`src/rtl/gpio_filter_pkg.sv`:
```
// Shared defaults and per-pin state bundle for the GPIO input filter.
package gpio_filter_pkg;

  localparam int unsigned DefIOWidth  = 36;
  localparam int unsigned DefCntWidth = 8;
  // Counter field is sized for the widest supported CntWidth; channels zero-extend L.
  localparam int unsigned CntWidthMax = 16;

  typedef struct packed {
    logic                   sync;
    logic                   filtered;
    logic [CntWidthMax-1:0] cnt;
    logic                   rise;
    logic                   fall;
  } pin_state_t;

endpackage

```
`src/rtl/gpio_in_filter_if.sv`:
```
// Pad-side/register-side bundle for gpio_in_filter; master drives, slave is the filter.
interface gpio_in_filter_if
  import gpio_filter_pkg::*;
#(
  parameter int unsigned IOWidth  = DefIOWidth,
  parameter int unsigned CntWidth = DefCntWidth
);
  logic [IOWidth-1:0]  gpio_in_data;
  logic [IOWidth-1:0]  filt_en;
  logic [CntWidth-1:0] filt_len;
  logic [IOWidth-1:0]  flag_clr;
  logic [IOWidth-1:0]  filtered_data;
  logic [IOWidth-1:0]  rise_flags;
  logic [IOWidth-1:0]  fall_flags;

  modport master (
    output gpio_in_data, filt_en, filt_len, flag_clr,
    input  filtered_data, rise_flags, fall_flags
  );

  modport slave (
    input  gpio_in_data, filt_en, filt_len, flag_clr,
    output filtered_data, rise_flags, fall_flags
  );
endinterface

```
`src/rtl/gpio_filter_chan.sv`:
```
// One pin: sync flop, debounce counter, filtered flop and sticky edge flags.
// Edge flags exist only when GPIO_FILTER_EDGE_CAPTURE_EN is defined; otherwise tied to 0.
module gpio_filter_chan
  import gpio_filter_pkg::*;
#(
  parameter int unsigned CntWidth = DefCntWidth
) (
  input  logic                clk_i,
  input  logic                rst_ni,
  input  logic                data_i,
  input  logic                en_i,
  input  logic [CntWidth-1:0] len_i,
  input  logic                clr_i,
  output logic                filtered_o,
  output logic                rise_o,
  output logic                fall_o
);

  logic                   sync_q, filt_q;
  logic [CntWidthMax-1:0] cnt_q;
  logic [CntWidthMax-1:0] len_ext;
  pin_state_t             st_d;

  assign len_ext = CntWidthMax'(len_i);

`ifdef GPIO_FILTER_EDGE_CAPTURE_EN
  logic rise_q, fall_q;
`endif

  always_comb begin
    st_d          = '0;
    st_d.sync     = data_i;
    st_d.filtered = filt_q;
    if (!en_i) begin
      st_d.filtered = sync_q;
    end else if (sync_q != filt_q) begin
      // >= so that lowering L below a running count accepts on the next mismatch
      if (cnt_q >= len_ext) begin
        st_d.filtered = sync_q;
      end else begin
        st_d.cnt = cnt_q + CntWidthMax'(1);
      end
    end
`ifdef GPIO_FILTER_EDGE_CAPTURE_EN
    // Set has priority over a same-edge clear
    st_d.rise = (~filt_q & st_d.filtered) | (rise_q & ~clr_i);
    st_d.fall = (filt_q & ~st_d.filtered) | (fall_q & ~clr_i);
`endif
  end

  always_ff @(posedge clk_i or negedge rst_ni) begin
    if (!rst_ni) begin
      sync_q <= 1'b0;
      filt_q <= 1'b0;
      cnt_q  <= '0;
    end else begin
      sync_q <= st_d.sync;
      filt_q <= st_d.filtered;
      cnt_q  <= st_d.cnt;
    end
  end

  assign filtered_o = filt_q;

`ifdef GPIO_FILTER_EDGE_CAPTURE_EN
  always_ff @(posedge clk_i or negedge rst_ni) begin
    if (!rst_ni) begin
      rise_q <= 1'b0;
      fall_q <= 1'b0;
    end else begin
      rise_q <= st_d.rise;
      fall_q <= st_d.fall;
    end
  end

  assign rise_o = rise_q;
  assign fall_o = fall_q;
`else
  logic unused_flags;
  assign unused_flags = ^{clr_i, st_d.rise, st_d.fall};
  assign rise_o = 1'b0;
  assign fall_o = 1'b0;
`endif

endmodule

```
`src/rtl/gpio_in_filter.sv`:
```
// Per-pin input conditioning for one GPIO port: 2-flop sync plus debounce filter.
// Define GPIO_FILTER_EDGE_CAPTURE_EN to build the sticky rise/fall flags.
module gpio_in_filter
  import gpio_filter_pkg::*;
#(
  parameter int unsigned IOWidth  = DefIOWidth,
  parameter int unsigned CntWidth = DefCntWidth
) (
  input  logic             clk,
  input  logic             reset_n,
  gpio_in_filter_if.slave  gpio
);

  for (genvar i = 0; i < IOWidth; i++) begin : g_pin
    gpio_filter_chan #(
      .CntWidth (CntWidth)
    ) u_chan (
      .clk_i      (clk),
      .rst_ni     (reset_n),
      .data_i     (gpio.gpio_in_data[i]),
      .en_i       (gpio.filt_en[i]),
      .len_i      (gpio.filt_len),
      .clr_i      (gpio.flag_clr[i]),
      .filtered_o (gpio.filtered_data[i]),
      .rise_o     (gpio.rise_flags[i]),
      .fall_o     (gpio.fall_flags[i])
    );
  end

endmodule
```
`src/flat_wrapper.sv`:
```
// flat-port wrapper written by rule: the top's interface ports become plain ports
module gpio_in_filter_flat import gpio_filter_pkg::*;
#(
  parameter int unsigned IOWidth  = DefIOWidth,
  parameter int unsigned CntWidth = DefCntWidth
)
  (clk, reset_n, gpio_gpio_in_data, gpio_filt_en, gpio_filt_len, gpio_flag_clr, gpio_filtered_data, gpio_rise_flags, gpio_fall_flags);
  gpio_in_filter_if #(.IOWidth(IOWidth), .CntWidth(CntWidth)) gpio_i ();
  input  logic clk;
  input  logic reset_n;
  input wire logic [$bits(gpio_i.gpio_in_data)-1:0] gpio_gpio_in_data;
  input wire logic [$bits(gpio_i.filt_en)-1:0] gpio_filt_en;
  input wire logic [$bits(gpio_i.filt_len)-1:0] gpio_filt_len;
  input wire logic [$bits(gpio_i.flag_clr)-1:0] gpio_flag_clr;
  output wire logic [$bits(gpio_i.filtered_data)-1:0] gpio_filtered_data;
  output wire logic [$bits(gpio_i.rise_flags)-1:0] gpio_rise_flags;
  output wire logic [$bits(gpio_i.fall_flags)-1:0] gpio_fall_flags;
  assign gpio_i.gpio_in_data = gpio_gpio_in_data;
  assign gpio_i.filt_en = gpio_filt_en;
  assign gpio_i.filt_len = gpio_filt_len;
  assign gpio_i.flag_clr = gpio_flag_clr;
  assign gpio_filtered_data = gpio_i.filtered_data;
  assign gpio_rise_flags = gpio_i.rise_flags;
  assign gpio_fall_flags = gpio_i.fall_flags;
  gpio_in_filter #(.IOWidth(IOWidth), .CntWidth(CntWidth)) u_core (.clk(clk), .reset_n(reset_n), .gpio(gpio_i));
endmodule
```
`config.mk`:
```
export PLATFORM = sky130hd
export DESIGN_NAME = gpio_in_filter_flat
export DESIGN_NICKNAME = d
export VERILOG_FILES = /design/src/rtl/gpio_filter_pkg.sv /design/src/rtl/gpio_in_filter_if.sv /design/src/rtl/gpio_filter_chan.sv /design/src/rtl/gpio_in_filter.sv /design/src/flat_wrapper.sv
export SDC_FILE = /design/constraint.sdc
export NUM_CORES = 1
export LEC_CHECK = 0
export ABC_AREA = 0
export CAP_MARGIN = 20
export CORE_MARGIN = 1
export CORE_UTILIZATION = 45
export DETAILED_ROUTE_END_ITERATION = 10
export GPL_ROUTABILITY_DRIVEN = 0
export PLACE_DENSITY = 0.7
export SLEW_MARGIN = 30
export SYNTH_ARGS = -nofsm -noshare
export SYNTH_HDL_FRONTEND = slang
export SYNTH_SLANG_ARGS = --single-unit
export TNS_END_PERCENT = 30
```
`constraint.sdc`:
```
create_clock -name clk -period 2.4 [get_ports clk]
set_clock_uncertainty 0.2 [all_clocks]
set_input_delay 0.24 -clock clk [delete_from_list [all_inputs] [get_ports clk]]
set_output_delay 0.24 -clock clk [all_outputs]
set_load 0.005 [all_outputs]
```
==> impl_summary.log, run 1 <==
[metrics] top_reg_cell synth: dfrtp_1
[metrics] Vias: 20361
[metrics] setup repair after global routing missed its margin: false
[metrics] CP max FO: 9
[metrics] Slew Limit Headroom: 64.1%
[metrics] buffer and inverter count on the worst path: 2
[metrics] max-slew violation count: 0
[metrics] switching power share of the total: 23.0%
[metrics] Layout Cells excl Fill: 4273
[metrics] most instantiated library cell after synthesis: dfrtp_1
[metrics] cell internal power dissipation: 19200 uW
[metrics] detailed placement HPWL: 41200 um
[metrics] Congestion Overflow GR: 0
[metrics] Worst Path Required: 2730 ps
[metrics] number of stages on the worst hold path: 3
[metrics] share of the clock period used by the worst path: 95.4%
[metrics] die area: 70200 sq um
[metrics] number of instances in the placed design: 4104
[metrics] H-tree Lvls: 3
[metrics] CP startpoint kind: flip-flop
[metrics] classification of the worst setup path: flip-flop to flip-flop
[metrics] crit path cell chain: inv_1 > ha_1 > nand2b_1 > a21o_1 > a211o_1 > a21oi_1 > nand2b_1 > buf_4 > nor2_1
[metrics] Flop pwr share: 46.1%
[metrics] synth cell count leaders: dfrtp_1, nor2_1, ha_1, nand3_1, nand2_1
[metrics] antenna-violating nets left: 0
[metrics] outcome: completed
[metrics] post-synthesis instance total: 2797
[metrics] worst ir drop on vdd: 0.000369 V
[metrics] Worst Reg2Reg Path Length in Cells: 9
[metrics] via count of the first global-routing pass: 20946
[metrics] sequential-to-total area share from yosys stat: 52.1%
[metrics] count of port buffers added during placement: 117
[metrics] setup violation total in the final timing report: 0
[metrics] static leakage power: 0.0179 uW
[metrics] Post-CTS Setup Repair Bufs: 0
[metrics] first drt pass iteration count: 4
[metrics] number of I/O pins: 226
[metrics] die span in y: 265 um
[metrics] Clock Sinks: 648
[metrics] Async SR Flop Fraction: 100%
[metrics] width of the die: 265 um
[metrics] number of antenna repair diodes: 0
[metrics] biggest area consumer among synthesized cells: dfrtp_1
[metrics] routed via count divided by cell count: 4.77
[metrics] Setup crit end kind: flip-flop
[metrics] core outline area: 68500 sq um
[metrics] number of CTS-inserted buffers: 73
[metrics] DRC: 0
[metrics] reported net switching power: 5740 uW
[metrics] Hold Vio Cnt, Final: 0
[metrics] worst-path cell with the longest stage delay: dfrtp_1
[metrics] initial standard-cell utilization of the core: 45.5%
[metrics] nets@finish: 3813
[metrics] number of synthesis warnings: 0
[metrics] highest clock frequency the design can meet: 437 MHz
[metrics] Worst Setup Slack post-DPL: -527 ps
[metrics] wire length of the first global-routing pass: 102000 um
[metrics] average detailed-routed wire length per instance: 14.0 um
[metrics] initial antenna violation count: 0
[metrics] combined area of all synthesized cells: 31100 sq um
[metrics] post-route setup TNS: 0 ps
[metrics] Area contributors post-synth: dfrtp_1, ha_1, nor2_1, xor2_1, xnor2_1
[metrics] clock network fraction of total power: 45.2%
[metrics] source-to-sink clock delay at the later pin of the worst-skew pair: 610 ps
[metrics] cell repeated most along the worst path: nand2b_1
[metrics] combinational group share of total power: 8.7%
[metrics] EDFF count, synth: 0
[metrics] Global Route Usage Sum: 17.8%
[metrics] worst hold-check path type: input port to flip-flop
[metrics] layout cell share with drive strength beyond 1: 8.17%
[metrics] family of cells with the greatest summed delay on the critical path: compound AO/OA/AOI/OAI gates
[metrics] number of placement rows: 96
[metrics] area growth from synthesis to layout: 21.8%
[metrics] #FFs+latches synth: 648
[metrics] initial DRC count: 1006
[metrics] clock period minus worst slack: 2290 ps
[metrics] Post-Route WL: 59700 um
[metrics] Clock Tree Buf Depth: 3
[metrics] clock tree from TritonCTS: yes
[metrics] actual transition at the worst max-transition pin: 534 ps
[metrics] signal arrival time at the worst endpoint: 2620 ps
[metrics] Worst Slack Setup Final: 111 ps
[metrics] mean instance size in the synthesized netlist: 11.1 sq um
[metrics] cell count along the critical path: 9
[metrics] share of Yosys cell area claimed by the top area cell type: 52.1%
[metrics] pin count of the biggest net entering global routing: 73
[metrics] maximum cell stage delay along the critical path: 400 ps
[metrics] root buf cell: clkbuf_16
[metrics] Worst-path clk slew: 60 ps
[metrics] distinct cell type count after synthesis: 41
[metrics] max cap viols: 0
[metrics] total power divided by cell area: 658 nW/um^2
## layout by cell type (no fill, tap or decap), types with 65 or more instances in the layout
master and n:
clkdlybuf4s50_1 115, dfrtp_1 648, ha_1 355, nor2_1 445, buf_4 104, nand2_1 137, conb_1 324, clkbuf_16 74
inv_1 108, mux2i_1 65, xor2_1 132, xnor2_1 120, a21oi_1 107, nand3_1 143
## power by group through the flow
stage	registers (uW)	logic [uW]	clock network, uW
2_1_floorplan	11600	1230	0
3_3_place_gp	11700	2080	0
3_5_place_dp	11700	2120	0
4_1_cts	11500	2190	11600
5_1_grt	11500	2460	12100
6_report	11500	2160	11300
## logic make-up after synthesis
family | Yosys count | share of synthesized area [%]
compound gates | 274 | 5.90
xor+xnor | 252 | 7.09
fa+ha+maj | 360 | 14.5
buf+inv | 259 | 4.46
flops | 648 | 52.1
mux | 65 | 2.09
other cells | 1 | 0.0121
simple gates | 938 | 13.9
## metal layers
metal	track usage [%]	share of wire [%]	up-vias
met4	5.80	2.2	0
met3	2.94	3.3	98
met1	23.3	46	9737
li1	-	-	10291
met5	0	0	-
met2	30.0	48	235
## final timing paths
kind	from	endpoint	slack (ps)
setup reg to reg	u_core.g_pin[16].u_chan.cnt_q[0]	u_core.g_pin[16].u_chan.cnt_q[8]	110
min in group asynchronous	reset_n	u_core.g_pin[34].u_chan.cnt_q[8]	190
setup / recovery	u_core.g_pin[16].u_chan.cnt_q[0]	u_core.g_pin[16].u_chan.cnt_q[8]	110
hold reg to reg	u_core.g_pin[0].u_chan.cnt_q[0]	u_core.g_pin[0].u_chan.cnt_q[0]	280
hold / removal	gpio_filt_en[0]	u_core.g_pin[0].u_chan.filtered_o	120
max in group asynchronous	reset_n	u_core.g_pin[24].u_chan.cnt_q[7]	1360
## area by class of cell
type,count,area [sq um]
well taps,882,1100
flip-flops and latches,648,16200
clock inverters,30,362
multi-input cells,2213,14800
fillers,5804,30600
clock buffers,101,2100
repair buffers,284,2840
inverters,115,447
## sequential cells by signal (all words and copies together) (netlist names)
signal                          flops
u_core.g_pin.u_chan.filtered_o     36
u_core.g_pin.u_chan.sync_q         36
u_core.g_pin.u_chan.cnt_q         576
## through the flow
stage	util [%]	total power, uW	instance area [sq um]	hold slack (ps)
2_1_floorplan	-	12900	32400	-256
3_3_place_gp	51.1	13800	35000	36.4
3_5_place_dp	51.1	13800	35000	32.7
4_1_cts	55.3	25300	37900	82.9
5_1_grt	55.4	26000	37900	131
6_report	55.4	24900	37900	122
## tightest hold or removal path, delay by kind of cell
kind / cells / cell delay, ps
buffers and inverters: 1 / 460
AOI/OAI and AO/OA: 1 / 80
and+or+nand+nor: 1 / 100
## repair_timing
| action | CTS | global route |
|---|---|---|
| hold endpoints to repair | 528 | 0 |
| gates resized for setup | 0 | 12 |
| endpoints found under the setup margin | 0 | 55 |
| hold buffers | 38 | 0 |
(Power assumes the default switching activity.)
==> run 2, diff against run 1 <==
--- a/config.mk
+++ b/config.mk
@@ -7,11 +7,14 @@
 export LEC_CHECK = 0
 export ABC_AREA = 0
 export CAP_MARGIN = 20
+export CELL_PAD_IN_SITES_DETAIL_PLACEMENT = 1
+export CELL_PAD_IN_SITES_GLOBAL_PLACEMENT = 2
 export CORE_MARGIN = 1
-export CORE_UTILIZATION = 45
+export CORE_UTILIZATION = 40
 export DETAILED_ROUTE_END_ITERATION = 10
 export GPL_ROUTABILITY_DRIVEN = 0
-export PLACE_DENSITY = 0.7
+export HOLD_SLACK_MARGIN = 0.12
+export PLACE_DENSITY = 0.87
 export SLEW_MARGIN = 30
 export SYNTH_ARGS = -nofsm -noshare
 export SYNTH_HDL_FRONTEND = slang
==> run 2 against run 1 <==
Combinational power up 6%. Power up 0.90%. Utilization down 5.4 points. Sequential power about the same. Global-route usage up 1.6 points. Worst setup slack better by 3.4 ps. Fmax up 0.15%. Critical path type is now input port to flip-flop. Clock power about the same. Register-to-register slack better by 30 ps.
==> impl_summary.log, run 2 (same netlist as run 1, synthesis figures left out) <==
[metrics] outcome: completed
[metrics] classification of the worst setup path: input port to flip-flop
[metrics] commonest cells after routing, fill and taps aside: dfrtp_1, nor2_1, ha_1
[metrics] Congestion Overflow GR: 0
[metrics] CP startpoint kind: input port
[metrics] Worst Setup Slack post-DPL: -746 ps
[metrics] count of port buffers added during placement: 117
[metrics] share of the clock period used by the worst path: 95.2%
[metrics] source-to-sink clock delay at the later pin of the worst-skew pair: 600 ps
[metrics] combinational group share of total power: 9.1%
[metrics] max cap viols: 0
[metrics] setup repair after global routing missed its margin: false
[metrics] final standard cell utilization of the core: 50.0%
[metrics] Vias: 21480
[metrics] initial antenna violation count: 1
[metrics] highest clock frequency the design can meet: 437 MHz
[metrics] worst ir drop on vdd: 0.000469 V
[metrics] number of placement rows: 101
[metrics] Global Route Usage Sum: 19.4%
[metrics] Hold Vio Cnt, Final: 0
[metrics] width of the die: 281 um
[metrics] max-slew violation count: 0
[metrics] area growth from synthesis to layout: 22.8%
[metrics] Setup crit end kind: flip-flop
[metrics] number of filler cells placed in the layout: 8246
[metrics] area used by sequential logic in the layout: 16200 sq um
[metrics] number of I/O pins: 226
[metrics] first drt pass iteration count: 5
[metrics] setup violation total in the final timing report: 0
[metrics] core outline area: 76500 sq um
[metrics] Clock Tree Buf Depth: 3
[metrics] cell internal power dissipation: 19300 uW
[metrics] worst hold-check path type: input port to flip-flop
[metrics] Clock Sinks: 648
[metrics] pin count of the biggest net entering global routing: 83
[metrics] die area: 78900 sq um
[metrics] routed via count divided by cell count: 4.87
[metrics] via count of the first global-routing pass: 24552
[metrics] Worst Hold Margin: 168 ps
[metrics] CP max FO: 15
[metrics] number of antenna repair diodes: 0
[metrics] antenna-violating nets left: 0
[metrics] Worst Path Required: 2710 ps
[metrics] clock tree from TritonCTS: yes
[metrics] root buf cell: clkbuf_16
[metrics] layout cell share with drive strength beyond 1: 8.19%
[metrics] static leakage power: 0.0179 uW
[metrics] initial DRC count: 761
[metrics] Flop pwr share: 45.7%
[metrics] total chip power: 25100 uW
[metrics] Post-Route WL: 73100 um
[metrics] initial standard-cell utilization of the core: 40.7%
[metrics] DRC: 0
[metrics] total power divided by cell area: 658 nW/um^2
[metrics] average detailed-routed wire length per instance: 16.6 um
[metrics] reported net switching power: 5810 uW
[metrics] area of the multi-input gates: 14900 sq um
[metrics] nets@finish: 3809
[metrics] detailed placement HPWL: 51900 um
[metrics] number of flip-flops in the largest register: 576
[metrics] H-tree Lvls: 3
[metrics] Worst-path clk slew: 60 ps
[metrics] Worst Slack Setup Final: 114 ps
[metrics] signal arrival time at the worst endpoint: 2600 ps
[metrics] clock period minus worst slack: 2290 ps
[metrics] Top reg by flops: u_core.g_pin.u_chan.cnt_q
[metrics] wire length of the first global-routing pass: 123000 um
[metrics] switching power share of the total: 23.1%
[metrics] number of CTS-inserted buffers: 74
[metrics] clock network fraction of total power: 45.2%
[metrics] die span in y: 281 um
[metrics] most common library cell in the layout ignoring fill and taps: dfrtp_1
-- run 2: power by group through the flow --
stage | logic [uW] | registers, uW | clock network (uW)
global route | 2590 | 11500 | 12100
finish | 2290 | 11500 | 11400
global placement | 2140 | 11700 | 0
CTS | 2330 | 11500 | 11700
floorplan | 1230 | 11600 | 0
detailed placement | 2250 | 11700 | 0
-- run 2: layer usage --
layer / wire length [um] / GRT usage, %
met1: 31000 / 23.3
met2: 38300 / 35.6
met3: 2230 / 2.78
met4: 1620 / 5.77
met5: 0 / 0
-- run 2: stage by stage --
stage | cell area (sq um) | std cells | setup TNS [ps]
final | 38200 | 4413 | 0
after global routing | 38200 | 4413 | 0
after CTS | 38100 | 4412 | 0
after detailed placement | 35300 | 4243 | -172250
after global placement | 35300 | 4243 | -163280
after floorplan | 32400 | 3120 | -7070
-- run 2: worst max-delay path: stages --
cell and delay [ps]:
clkdlybuf4s50_1 510, clkinvlp_4 150, buf_12 190, ha_1 330, a211oi_1 260, nand3_1 110
a311o_1 310, or2_1 340, nor2_1 140
-- run 2: final timing paths --
kind	depth (start not counted)	endpoint	slack (ps)	startpoint
min	3	u_core.g_pin[0].u_chan.filtered_o	170	gpio_filt_en[0]
max in group asynchronous	5	u_core.g_pin[0].u_chan.cnt_q[7]	810	reset_n
min in group asynchronous	4	u_core.g_pin[3].u_chan.cnt_q[3]	630	reset_n
min reg2reg	1	u_core.g_pin[14].u_chan.cnt_q[0]	290	u_core.g_pin[14].u_chan.cnt_q[0]
max	9	u_core.g_pin[25].u_chan.cnt_q[0]	110	gpio_filt_len[7]
max reg2reg	8	u_core.g_pin[18].u_chan.cnt_q[0]	140	u_core.g_pin[18].u_chan.cnt_q[0]
-- run 2: layout make-up --
cell class                 instances  share of cell area, %
inverter                         115                   1.17
clock inverter                    17                  0.583
multi-input combinational       2213                   38.9
timing repair buffer             279                   7.69
tap                             1030                   3.37
sequential                       648                   42.4
clock buffer                     111                   5.82
-- run 2: what timing repair did --
item,4_1_cts,5_1_grt
resized for setup,6,24
buffers inserted,0,1
setup endpoints to repair,37,159
hold buffers,41,0
hold endpoints to repair,628,0
==> run 3, diff against run 2 <==
--- a/config.mk
+++ b/config.mk
@@ -10,11 +10,12 @@
 export CELL_PAD_IN_SITES_DETAIL_PLACEMENT = 1
 export CELL_PAD_IN_SITES_GLOBAL_PLACEMENT = 2
 export CORE_MARGIN = 1
-export CORE_UTILIZATION = 40
+export CORE_UTILIZATION = 41
+export CTS_BUF_LIST = sky130_fd_sc_hd__clkbuf_4 sky130_fd_sc_hd__clkbuf_8
 export DETAILED_ROUTE_END_ITERATION = 10
 export GPL_ROUTABILITY_DRIVEN = 0
 export HOLD_SLACK_MARGIN = 0.12
-export PLACE_DENSITY = 0.87
+export PLACE_DENSITY = 0.88
 export SLEW_MARGIN = 30
 export SYNTH_ARGS = -nofsm -noshare
 export SYNTH_HDL_FRONTEND = slang
==> constraint.sdc (replaced) <==
create_clock -name clk -period 2.32 [get_ports clk]
set_clock_uncertainty 0.2 [all_clocks]
set_input_delay 0.232 -clock clk [delete_from_list [all_inputs] [get_ports clk]]
set_output_delay 0.232 -clock clk [all_outputs]
set_load 0.005 [all_outputs]
==> run 3 against run 2 <==
Hold slack improved by 52 ps. Sequential share of layout area is 0.60 points lower. Register-to-register slack worse by 30 ps. Combinational power grew 8%. Critical endpoint is now u_core.g_pin[9].u_chan.filtered_o.
==> impl_summary.log, run 3 (same netlist as run 1, synthesis figures left out) <==
[metrics] outcome: completed
[metrics] number of flip-flops in the largest register: 576
[metrics] initial antenna violation count: 1
[metrics] Clock Sinks: 648
[metrics] Worst Path Required: 2740 ps
[metrics] worst ir drop on vdd: 0.000342 V
[metrics] origin of the critical flop-to-flop path: u_core.g_pin[10].u_chan.cnt_q[0]
[metrics] Top reg by flops: u_core.g_pin.u_chan.cnt_q
[metrics] CP max FO: 21
[metrics] Slew Limit Headroom: 63.5%
[metrics] max-slew violation count: 0
[metrics] via count of the first global-routing pass: 25092
[metrics] number of placement rows: 100
[metrics] CP startpoint kind: input port
[metrics] endpoint of the most critical register-to-register path: u_core.g_pin[10].u_chan.filtered_o
[metrics] family of cells with the greatest summed delay on the critical path: buffers and inverters
[metrics] wire length of the first global-routing pass: 124000 um
[metrics] die area: 77000 sq um
[metrics] Worst Setup Slack post-DPL: -758 ps
[metrics] Hold Vio Cnt, Final: 0
[metrics] FF-to-FF setup slack: 110 ps
[metrics] number of I/O pins: 226
[metrics] average detailed-routed wire length per instance: 16.6 um
[metrics] die span in y: 278 um
[metrics] H-tree Lvls: 3
[metrics] root buf cell: clkbuf_8
[metrics] antenna-violating nets left: 0
[metrics] clock period minus worst slack: 2240 ps
[metrics] layout cell share with drive strength beyond 1: 11.7%
[metrics] area used by sequential logic in the layout: 16200 sq um
[metrics] Post-CTS Setup Repair Bufs: 0
[metrics] routed via count divided by cell count: 4.89
[metrics] highest clock frequency the design can meet: 446 MHz
[metrics] worst-path cell with the longest stage delay: clkdlybuf4s50_1
[metrics] share of the clock period used by the worst path: 96.6%
[metrics] most common library cell in the layout ignoring fill and taps: dfrtp_1
[metrics] cell repeated most along the worst path: buf_4
[metrics] initial DRC count: 704
[metrics] crit path cell chain: clkdlybuf4s50_1 > clkinvlp_4 > buf_4 > ha_1 > nand2_1 > nor3_1 > a21oi_4 > buf_4 > a21oi_1 > mux2i_1
[metrics] Post-Route WL: 74300 um
[metrics] detailed placement HPWL: 51700 um
[metrics] signal arrival time at the worst endpoint: 2670 ps
[metrics] final standard cell utilization of the core: 51.8%
[metrics] Vias: 21918
[metrics] first drt pass iteration count: 4
[metrics] Worst Slack Setup Final: 78.4 ps
[metrics] buffer and inverter count on the worst path: 4
[metrics] clock tree from TritonCTS: yes
[metrics] area of the multi-input gates: 15100 sq um
[metrics] static leakage power: 0.0182 uW
[metrics] actual transition at the worst max-transition pin: 542 ps
[metrics] maximum cell stage delay along the critical path: 500 ps
[metrics] initial standard-cell utilization of the core: 41.6%
[metrics] core outline area: 74800 sq um
[metrics] total power divided by cell area: 680 nW/um^2
[metrics] Setup crit end kind: flip-flop
[metrics] commonest cells after routing, fill and taps aside: dfrtp_1, nor2_1, ha_1
[metrics] max cap viols: 0
[metrics] hold_sp: gpio_filt_en[8]
[metrics] pin count of the biggest net entering global routing: 84
[metrics] width of the die: 278 um
[metrics] classification of the worst setup path: input port to flip-flop
[metrics] count of port buffers added during placement: 117
[metrics] setup violation total in the final timing report: 0
[metrics] number of stages on the worst hold path: 4
[metrics] hold-critical path endpoint: u_core.g_pin[8].u_chan.filtered_o
[metrics] number of CTS-inserted buffers: 114
[metrics] Clock Tree Buf Depth: 3
[metrics] Congestion Overflow GR: 0
[metrics] DRC: 0
[metrics] source-to-sink clock delay at the later pin of the worst-skew pair: 710 ps
[metrics] area growth from synthesis to layout: 24.6%
[metrics] Global Route Usage Sum: 19.8%
[metrics] Worst-path clk slew: 60 ps
[metrics] nets@finish: 3893
[metrics] number of filler cells placed in the layout: 8141
[metrics] Worst Reg2Reg Path Length in Cells: 9
[metrics] worst hold-check path type: input port to flip-flop
[run 3: how the worst max path moves through the flow]
stage	startpoint	endpoint	slack, ps	cells past startpoint
after global placement	gpio_filt_len[1]	u_core.g_pin[26].u_chan.cnt_q[5]	-700	9
final	gpio_filt_len[5]	u_core.g_pin[9].u_chan.filtered_o	80	10
after CTS	u_core.g_pin[3].u_chan.cnt_q[0]	u_core.g_pin[3].u_chan.cnt_q[5]	8	8
after floorplan	gpio_filt_len[1]	u_core.g_pin[2].u_chan.cnt_q[2]	-200	9
after detailed placement	gpio_filt_len[7]	u_core.g_pin[31].u_chan.cnt_q[0]	-760	10
after global routing	u_core.g_pin[29].u_chan.cnt_q[0]	u_core.g_pin[29].u_chan.filtered_o	-10	9
[run 3: worst min-delay path, cell delays in order]
cell             delay (ps)
clkdlybuf4s50_1         530
buf_4                   140
a21oi_1                  70
mux2i_1                 120
[run 3: per-stage QoR]
step	instances	TNS [ps]	total power (uW)	area [sq um]	hold slack [ps]
after global routing	4478	-14.0	27600	38800	186
after detailed placement	4191	-205070	14400	35100	-16.4
after CTS	4467	0	26800	38500	129
after floorplan	3120	-28160	13300	32400	-264
after global placement	4191	-187050	14300	35100	-21.6
final	4478	0	26400	38800	221
[run 3: cell type report]
type	instances	share of cell area, %
Sequential cell	648	41.8
Tap cell	969	3.13
Clock buffer	184	6.00
Inverter	115	1.15
Timing Repair Buffer	314	8.14
Antenna cell	2	0.0129
Multi-Input combinational cell	2222	38.9
Clock inverter	24	0.872
[run 3: layer usage]
layer  track usage (%)  part of all wire, %  vias up
met5                 0                    0        -
met4              7.39                  2.7        0
met3              2.94                  3.1      139
met2              35.9                   52      310
met1              23.6                   43    11007
li1                  -                    -    10462
[run 3: what timing repair did]
| item | in CTS | in global routing |
|---|---|---|
| hold endpoints to repair | 713 | 0 |
| pin swaps | 0 | 11 |
| gates resized for setup | 12 | 51 |
| hold buffers | 68 | 0 |
| setup endpoints to repair | 48 | 227 |
| cloned | 0 | 9 |
[run 3: where the power goes]
group	internal [uW]	switching, uW
clock network	7210	4800
registers	11700	183
logic	1200	1270
total	20100	6250
